<file path="config.mk">
export PLATFORM = sky130hd
export DESIGN_NAME = cordic_iter_sequencer
export DESIGN_NICKNAME = d
export VERILOG_FILES = /design/src/rtl/cordic_iter_sequencer.sv
export SDC_FILE = /design/constraint.sdc
export NUM_CORES = 1
export LEC_CHECK = 0
export ABC_AREA = 1
export CORE_MARGIN = 2
export CORE_UTILIZATION = 39
export DETAILED_ROUTE_END_ITERATION = 6
export GPL_TIMING_DRIVEN = 0
export PLACE_DENSITY_LB_ADDON = 0.08
export SLEW_MARGIN = 20
export SYNTH_ARGS = -nofsm -noshare
export SYNTH_HDL_FRONTEND = slang
export SYNTH_SLANG_ARGS = --single-unit
export TNS_END_PERCENT = 20
</file>
<file path="constraint.sdc">
create_clock -name clk -period 1.88 [get_ports clk]
set_input_delay 0.564 -clock clk [delete_from_list [all_inputs] [get_ports clk]]
set_output_delay 0.564 -clock clk [all_outputs]
set_load 0.01 [all_outputs]
</file>
<file path="src/rtl/cordic_iter_sequencer.sv">
// Sequencer for one iterative CORDIC operation: load pulse, shift-index stepping
// 0..N_ITER-1, and one extra micro-iteration for each odd index flagged in rep_en.
module cordic_iter_sequencer #(
  parameter int N_ITER = 16,
  parameter int IDX_W  = 4
) (
  input  logic             clk,
  input  logic             rst,
  input  logic             start,
  input  logic [5:0]       rep_en,
  input  logic             abort,
  input  logic             step_ready,
  output logic             busy,
  output logic             load,
  output logic             iter_valid,
  output logic [IDX_W-1:0] iter_idx,
  output logic             is_repeat,
  output logic             done,
  output logic [IDX_W:0]   step_cnt,
  output logic [2:0]       state_dbg
);

  // Step handshake: a step is presented while iter_valid=1 and transfers on any
  // cycle where step_ready=1; iter_idx/is_repeat hold until that cycle.

  typedef enum logic [2:0] {
    S_IDLE = 3'd0,
    S_LOAD = 3'd1,
    S_ITER = 3'd2,
    S_REP  = 3'd3,
    S_DONE = 3'd4
  } state_t;

  localparam logic [IDX_W-1:0] IDX_ONE  = IDX_W'(1);
  localparam logic [IDX_W-1:0] IDX_LAST = IDX_W'(N_ITER - 1);
  localparam logic [IDX_W:0]   CNT_ONE  = (IDX_W + 1)'(1);

  state_t           state_q, state_d;
  logic [5:0]       rep_q, rep_d;
  logic [IDX_W-1:0] idx_q, idx_d;
  logic [IDX_W:0]   cnt_q, cnt_d;
  logic             busy_q, busy_d;
  logic             load_q, load_d;
  logic             valid_q, valid_d;
  logic             is_rep_q, is_rep_d;
  logic             done_q, done_d;
  logic             rep_hit;
  logic             last_idx;

  always_comb begin
    // Flag k selects index 2k+1; flags pointing past the last index never match.
    rep_hit = 1'b0;
    for (int k = 0; k < 6; k++) begin
      if ((2 * k + 1) < N_ITER && idx_q == IDX_W'(2 * k + 1)) begin
        rep_hit = rep_q[k];
      end
    end
    last_idx = (idx_q == IDX_LAST);
  end

  always_comb begin
    state_d = state_q;
    rep_d   = rep_q;
    idx_d   = idx_q;
    cnt_d   = cnt_q;

    case (state_q)
      S_IDLE: begin
        if (start) begin
          state_d = S_LOAD;
          rep_d   = rep_en;
          cnt_d   = '0;
          idx_d   = '0;
        end
      end
      S_LOAD: state_d = S_ITER;
      S_ITER: begin
        if (step_ready) begin
          cnt_d = cnt_q + CNT_ONE;
          if (rep_hit) begin
            state_d = S_REP;
          end else if (last_idx) begin
            state_d = S_DONE;
          end else begin
            idx_d = idx_q + IDX_ONE;
          end
        end
      end
      S_REP: begin
        if (step_ready) begin
          cnt_d = cnt_q + CNT_ONE;
          if (last_idx) begin
            state_d = S_DONE;
          end else begin
            idx_d   = idx_q + IDX_ONE;
            state_d = S_ITER;
          end
        end
      end
      S_DONE:  state_d = S_IDLE;
      default: state_d = S_IDLE;
    endcase

    // Abort wins over a same-cycle step acceptance; counters keep their values.
    if (abort && state_q != S_IDLE) begin
      state_d = S_IDLE;
      cnt_d   = cnt_q;
      idx_d   = idx_q;
    end

    busy_d   = (state_d == S_LOAD) || (state_d == S_ITER) || (state_d == S_REP);
    load_d   = (state_d == S_LOAD);
    valid_d  = (state_d == S_ITER) || (state_d == S_REP);
    is_rep_d = (state_d == S_REP);
    done_d   = (state_d == S_DONE);
  end

  always_ff @(posedge clk) begin
    if (rst) begin
      state_q  <= S_IDLE;
      rep_q    <= '0;
      idx_q    <= '0;
      cnt_q    <= '0;
      busy_q   <= 1'b0;
      load_q   <= 1'b0;
      valid_q  <= 1'b0;
      is_rep_q <= 1'b0;
      done_q   <= 1'b0;
    end else begin
      state_q  <= state_d;
      rep_q    <= rep_d;
      idx_q    <= idx_d;
      cnt_q    <= cnt_d;
      busy_q   <= busy_d;
      load_q   <= load_d;
      valid_q  <= valid_d;
      is_rep_q <= is_rep_d;
      done_q   <= done_d;
    end
  end

  assign busy       = busy_q;
  assign load       = load_q;
  assign iter_valid = valid_q;
  assign iter_idx   = idx_q;
  assign is_repeat  = is_rep_q;
  assign done       = done_q;
  assign step_cnt   = cnt_q;
  assign state_dbg  = state_q;

endmodule

</file>
### Yosys cells after proc, flatten, opt, wreduce, memory -nomap -nowiden

Cells that the tools add are included.

| word-level totals | value |
|---|---|
| register bits after elaboration | 23 |
| bits in latches | 0 |
| bits in writable memories | 0 |
| memory bits (read-only) | 0 |
| input port bits | 11 |
| output and inout bits | 17 |
| logic and storage cells | 66 |
| memories | 0 |

| operators by class | value |
|---|---|
| $add $sub $neg | 2 |
| $mul | 0 |
| divide/modulo/power cells | 0 |
| magnitude comparators | 0 |
| equality and inequality tests | 19 |
| shift-type cells | 0 |
| mux-type cells | 23 |
| bitwise operators | 1 |
| reduce and logical (&&, ||, !) cells | 12 |

Operators by type and width:

| cell | number |
|---|---|
| $mux W3 | 7 |
| $mux W4 | 5 |
| $eq A3 B2 Y1 const B | 4 |
| $eq A4 B4 Y1 const B | 3 |
| $pmux W3 S4 | 1 |
| $pmux W4 S3 | 1 |
| $mux W5 | 2 |
| $pmux W5 S2 | 1 |
| $eq A4 B3 Y1 const B | 2 |
| $ne A2 B2 Y1 const B | 4 |
| $eq A3 B1 Y1 const B | 2 |
| $mux W1 | 6 |
| $reduce_and A6 Y1 | 1 |
| $reduce_bool A3 Y1 | 2 |
| $add A5 B1 Y5 const B | 1 |
| $add A4 B1 Y4 const B | 1 |
| $eq A4 B1 Y1 const B | 1 |
| $eq A4 B2 Y1 const B | 1 |
| $reduce_and A4 Y1 | 1 |
| $eq A3 B3 Y1 const B | 1 |
| $logic_not A3 Y1 | 1 |
| $logic_or A1 B1 Y1 | 3 |
| $ne A2 B1 Y1 const B | 1 |
| $reduce_and A2 Y1 | 1 |
| other kinds (4) | 4 |

### Logic depth before layout (Yosys ltp)

| depth | value |
|---|---|
| depth after elaboration | 14 |
| gate-level depth with buffers | 12 |
| depth with buffers taken out | 12 |

### Least setup slack after synthesis

No wires, ideal clock.

| timing | value |
|---|---|
| path kind | register -> register |
| start | register idx_q[0], in the netlist iter_idx[0] |
| end | register idx_q[3], in the netlist iter_idx[3] |
| setup time | 0.132 ns |
| arrival time | 1.396 ns |
| data required time | 1.748 ns |
| slack | 0.352 ns |
| stages on the path, launching flop included | 12 |
| path buffers | 1 |
| period minus slack after synthesis | 1.528 ns |
| cells stage by stage | dfxtp_1 ha_1 clkbuf_2 nand2_1 nand2_1 nor2_1 nor2_1 nand3_1 nand2_2 clkinv_2 nand2_1 a21oi_2 |

| between the ends | value |
|---|---|
| word-level cells in the longest chain between the ends | 9 |

Ends and longest elaborated chain:

| element | line | source |
|---|---|---|
| start, declared | 40 | `logic [IDX_W-1:0] idx_q, idx_d;` |
| start signal, assigned | 132 | `idx_q <= idx_d;` |
| $eq A4 B1 Y1 | 54 | `if ((2 * k + 1) < N_ITER && idx_q == IDX_W'(2 * k + 1)) begin` |
| $mux W1 (6 in a row) | 54 |  |
| $ne A2 B2 Y1 (no line) | - |  |
| $reduce_and A6 Y1 (no line) | - |  |

Several ways; a longest one is shown, not always the timed one. The select of a mux whose other input is x is not followed.
A chain may end at the register's enable or synchronous reset.

### Final worst setup path

| timing | value |
|---|---|
| start | register idx_q[3], in the netlist iter_idx[3] |
| end | output port iter_idx[3] |

RTL lines:

| element | line | source |
|---|---|---|
| end, declared | 16 | `output logic [IDX_W-1:0] iter_idx,` |

No word-level cell between the ends.

==> results_dict.tcl <==
set metrics [dict create \
    synth-edff-count 0 \
    drc 0 \
    grt-ovfl-total 0 \
    arrival_ps 1260 \
    drive_gt1_share_pct 15.3 \
    cellLeakagePower_uw 0.000638 \
    gp_congestion 0.816 \
    synth_mux_area_share_pct 0 \
    yosysMostFrequentCell "nand2_1" \
    fin_skew_ps 2.22 \
    vias_per_cell 4.72 \
    clock.fmax_ghz 0.549 \
    io_pins 28 \
    io_buffers 26 \
    rsz0062_at_grt "no" \
    synth_compound_area_share_pct 13.9 \
    synthFlopType "dfxtp_1" \
    clk_pin_slew_ps 130 \
    ys_seq_area_share_pct 40.8 \
    h-tree-depth 1 \
    critPathLaunch "iter_idx[3]" \
    cpPeakStageDelay_ps 540 \
    hold_viol 0 \
    hold_path_class "reg -> reg" \
    postRouteWirelength_um 2370 \
    cp-end-kind "output port" \
    ctsHoldBuffers 0 \
    criticalPathCategory "reg -> out" \
    power.density_nw_per_um2 729 \
    reg2reg_slack_ps 270 \
    synth_top_family_by_area "simple AND/OR/NAND/NOR gates" \
    synthTopCellsByArea "dfxtp_1 41%, nand2_1 10%, inv_1 8.6%" \
    grt_antenna_before_repair 0 \
    cts_tree "built" \
    grt_first_pass_wirelength_um 4170 \
    ir_worst_vdd_mv 0.516 \
    dpl.hpwl_um 1810 \
    grt_max_degree 13 \
    synthAdderAreaFrac_pct 3.33 \
    setup_ws_ps 59.0 \
    avgSynthCellArea_um2 7.05 \
    numCtsBuffers 3 \
    synthSimpleGateAreaFrac_pct 29.8 \
    max-cap-violations 0 \
    die_w_um 57.8 \
    rows 19 \
    die_area_um2 3340 \
    final_nets 205 \
    core-area_um2 2760 \
    yosys.area.top_type "dfxtp_1" \
    min_period_ps 1820 \
    grt_pass1_vias 969 \
    crit_buf_inv 1 \
    crit_cells 1 \
    cts_root_buf "clkbuf_4" \
    crit_required_ps 1320 \
    reg2regPathDepth 10 \
    clock_latency_ps 310 \
    wire_per_inst_um 10.7 \
    syn-cell-area_um2 1130 \
    synth_seq_cells 23 \
    period_share_pct 96.9 \
    setup_viol 0 \
    finalNonFillerCells 221 \
    pre_cts_ws_ps -73.6 \
    cp-start-kind "flip-flop" \
    slew_headroom_pct 62.3 \
    yosysUniqueCellTypes 25 \
    worstMarginPinSlew_ps 566 \
    postCtsSetupRepairBufs 0 \
    critPathMaxFanout 8 \
    track_usage_pct 15.9 \
    path_cells "clkdlybuf4s50_1" \
    yosys-top-cells-count "30 x nand2_1, 26 x inv_1, 23 x dfxtp_1, 17 x nor2_1, 12 x nand3_1" \
    start_util_pct 40.9 \
    drt_pre_antenna_iters 4 \
    drtAntennaViolNets 0 \
    synth_nets 174 \
    vias 1043 \
    status "finished clean" \
    r2r-end "iter_idx[2]" \
    crit_family "buffers and inverters" \
    synthArstFlopShare_pct 0 \
    insertedDiodeCount 0 \
    netlist_instances 160 \
    clockBufferDepth 2 \
    drtIter0Drc 33 \
    cp-endpoint "iter_idx[3]" \
    post-place-cells 217 \
    synthXorXnorAreaFrac_pct 0.776 \
    clock-sinks 23 \
    area_growth_pct 31.0 \
    rr_startpoint "iter_idx[0]" \
    synth_top_area_share_pct 40.8 \
    slew_violations 0 \
    yosys_warnings 0 \
    chipHeight_um 57.8 \
    critPathSlowestCell "clkdlybuf4s50_1" \
]
## through the flow
step	hold slack [ps]	util (%)	setup TNS, ps	cell area (um2)	power [uW]
6_report	470	53.6	0	1480	1080
5_1_grt	485	53.6	0	1480	1160
4_1_cts	473	53.0	0	1460	1100
3_5_place_dp	454	51.8	-353	1430	858
3_3_place_gp	450	51.8	-196	1430	855
2_1_floorplan	430	-	0	1130	745
## layout by cell type (no fill, tap or decap), drive strengths merged
master         synthesis  layout
nor4                   2       2
nand2                 34      34
nor3                   3       3
o21ai                 12      12
buf                    2       2
nand4                  1       1
xnor2                  1       1
dfxtp                 23      23
clkinv                 1       1
dlymetal6s2s           0       1
nor2                  20      20
inv                   28      28
ha                     3       3
clkdlybuf4s50          0      25
nand3                 13      13
o31ai                  1       1
a21oi                 14      14
clkbuf                 2       6
## layout make-up
type                    count  area [um2]
fillers                   278        1280
flip-flops and latches     23         483
clock buffers               4        26.3
plain buffers               4        18.8
multi-input cells         104         539
well taps                  31        38.8
repair buffers             26         263
inverters                  29         110
## worst min-delay path by stage
stage | cells past startpoint | endpoint | startpoint | slack, ps
6_report | 2 | rep_q[5] | rep_q[5] | 470
5_1_grt | 2 | rep_q[2] | rep_q[2] | 490
4_1_cts | 2 | rep_q[3] | rep_q[3] | 470
3_5_place_dp | 2 | rep_q[3] | rep_q[3] | 450
3_3_place_gp | 2 | rep_q[4] | rep_q[4] | 450
2_1_floorplan | 2 | rep_q[3] | rep_q[3] | 430
## logic make-up after synthesis
kind of cell | Yosys count
XOR/XNOR | 1
flip-flops | 23
AO/OA/AOI/OAI | 27
adder cells (fa/ha/maj) | 3
buffers and inverters | 33
AND/OR/NAND/NOR | 73
## per-layer routing
metal  wire, um  global-route usage, %  up-vias  part of all wire [%]
met5          0                      0        -                     0
met4         22                   5.98        0                  0.93
met3        139                   3.57        2                   5.9
met2       1050                   24.0       18                    44
met1       1160                   22.2      456                    49
li1           -                      -      567                     -
## what timing repair did
action	CTS	global route
gates cloned	0	0
setup endpoints to repair	5	8
resized for setup	6	8
## state kept, by name, summed over array words and instances (netlist names)
register and cells:
busy 1, done 1, is_repeat 1, iter_idx 4, iter_valid 1, load 1
rep_q 6, state_dbg 3, step_cnt 5
## power breakdown
group          internal, uW  total [uW]  switching, uW
registers               529         560           30.4
clock network          82.7         232            149
logic                   128         287            159
No activity file was read; power rests on OpenSTA's default activity.
==> RTL edit, RTL diff (same flow settings) <==
The parameter `IDX_W` goes from 4 to 5.
--- a/src/rtl/cordic_iter_sequencer.sv
+++ b/src/rtl/cordic_iter_sequencer.sv
@@ -4,3 +4,3 @@
   parameter int N_ITER = 16,
-  parameter int IDX_W  = 4
+  parameter int IDX_W  = 5
 ) (
Interface: changed (resized iter_idx and step_cnt); port bits go from 28 to 30. The function was not compared with the original's and may differ.
==> RTL edit against the original RTL <==
  * Wire length is 23% higher
  * Power rose by 9.5%
  * Hold slack got worse by 0.0065 ns
  * Area after synthesis is 15% higher
  * Maximum frequency shrank 0.14%
  * Cell area rose by 15%
  * Clock power increased by 5%
  * Worst setup slack got worse by 0.0025 ns
  * Sequential cell count rose by 2
  * Utilization increased by 1.3 points
  * Critical endpoint unchanged
  * Largest power group unchanged
==> RTL edit: results (changes against the original RTL) <==
| Metric | Value |
|---|---|
| Outcome | complete, no violations (unchanged) |
| Global-route usage over all layers | 0.164 (was 0.159) |
| Mapped Nets | 195 (was 174) |
| Largest net degree at the start of global routing | 15 (was 13) |
| CTS H-tree depth | 1 (unchanged) |
| Post-DP HPWL | 2230 um (was 1810 um) |
| Maximum vdd ir drop | 0.000499 V (was 0.000516 V) |
| RD Place Congestion | 0.846 (was 0.816) |
| Avg WL per Cell | 11.4 um (was 10.7 um) |
| Dominant cells by area after synthesis | dfxtp_1 (38%), nand2_1 (11%), inv_1 (6.1%), a21oi_1 (5.8%), nand3_1 (5.4%) (was dfxtp_1 (41%), nand2_1 (10%), inv_1 (8.6%), nor2_1 (5.7%), nand3_1 (5.3%)) |
| Port bufs | 28 (was 26) |
| Yosys cell types | 26 (was 25) |
| Mapped Avg Cell Area | 7.23 sq um (was 7.05 sq um) |
| Vias | 1205 (was 1043) |
| Nets | 228 (was 205) |
| CTS clk-pin slew, worst paths | 0.14 ns |
| Switch Pwr | 388 uW (was 338 uW) |
| First-pass GRT wire length | 4670 um (was 4170 um) |
| CP max-delay cell | clkdlybuf4s50_1 (unchanged) |
| Clock group total power | 243 uW (was 232 uW) |
| Measured slew at the worst slew-check pin | 0.465 ns (was 0.566 ns) |
| Initial antenna violation count | 0 (unchanged) |
| Crit Path Max Fanout | 7 (was 8) |
| Pre-CTS setup slack | -0.0520 ns (was -0.0736 ns) |
| Sequential share of power | 0.515 (was 0.519) |
| Placed cells | 252 (was 217) |
| Top FF cell, synth | dfxtp_1 (unchanged) |
| R2R setup slack | 0.25 ns (was 0.27 ns) |
| CTS Root Cell | clkbuf_4 (unchanged) |
| Share of cells above drive strength 1 | 0.189 (was 0.153) |
| Setup bufs post-CTS | 0 (unchanged) |
| Commonest cells post-synth | nand2_1 (37), dfxtp_1 (25), inv_1 (21), nor2_1 (18), a21oi_1 (15) (was nand2_1 (30), inv_1 (26), dfxtp_1 (23), nor2_1 (17), nand3_1 (12)) |
| DRT iter0 DRCs | 55 (was 33) |
| Hold slack | 0.464 ns (was 0.470 ns) |
| Number of global-route vias before repair | 1086 (was 969) |
| Cell Count, Final, Fillers Out | 256 (was 221) |
| Leakage | 0.000755 uW (was 0.000638 uW) |
| Period utilization | 0.970 (was 0.969) |
| Clock skew | 0.00312 ns (was 0.00222 ns) |
| Seq/Total Area, Yosys | 0.385 (was 0.408) |
## RTL edit: cell types whose count changed in the layout (fill, tap and decap cells not counted), sizes merged, moves of 2 or more
cell | before | now
dfxtp | 23 | 25
nor4 | 2 | 0
nand4 | 1 | 6
xnor2 | 1 | 3
nand3 | 13 | 19
or2 | 0 | 4
nand2 | 34 | 39
o21ai | 12 | 8
## RTL edit: path summary, 6_finish.rpt
check,cells past startpoint,from,to
setup reg to reg,13,iter_idx[0],busy
hold / removal,2,rep_q[1],rep_q[1]
setup / recovery,1,iter_idx[3],iter_idx[3]
hold reg to reg,2,rep_q[1],rep_q[1]
## RTL edit: logic make-up after synthesis
kind of cell	Yosys count	synth area share
buffers and inverters	31	0.0933
xor gates and xnor gates	3	0.0202
and+or+nand+nor	93	0.361
AOI/OAI and AO/OA	24	0.103
adders and majority gates	4	0.0385
DFF	25	0.385
## RTL edit: cell type report
type	instances	area (sq um)
Buffer	4	20.0
Clock buffer	3	22.5
Clock inverter	1	5.00
Fill cell	338	1400
Inverter	27	101
Multi-Input combinational cell	124	692
Sequential cell	25	524
Tap cell	44	55.1
Timing Repair Buffer	28	285
## RTL edit: what timing repair did
action | 4_1_cts | 5_1_grt
resized for setup | 7 | 12
hold endpoints to repair | 0 | 0
gates cloned | 0 | 0
setup endpoints to repair | 7 | 14
## RTL edit: per-stage QoR
stage,total power [uW],cell area [sq um]
after global routing,1260,1710
final,1180,1710
after detailed placement,946,1640
after floorplan,823,1300
after CTS,1200,1670
after global placement,937,1640
## RTL edit: routing by layer
layer,part of all wire,up-vias,GRT usage
li1,-,637,-
met1,0.49,546,0.206
met2,0.45,20,0.277
met3,0.052,2,0.0580
met4,0.0072,0,0.0274
met5,0,-,0
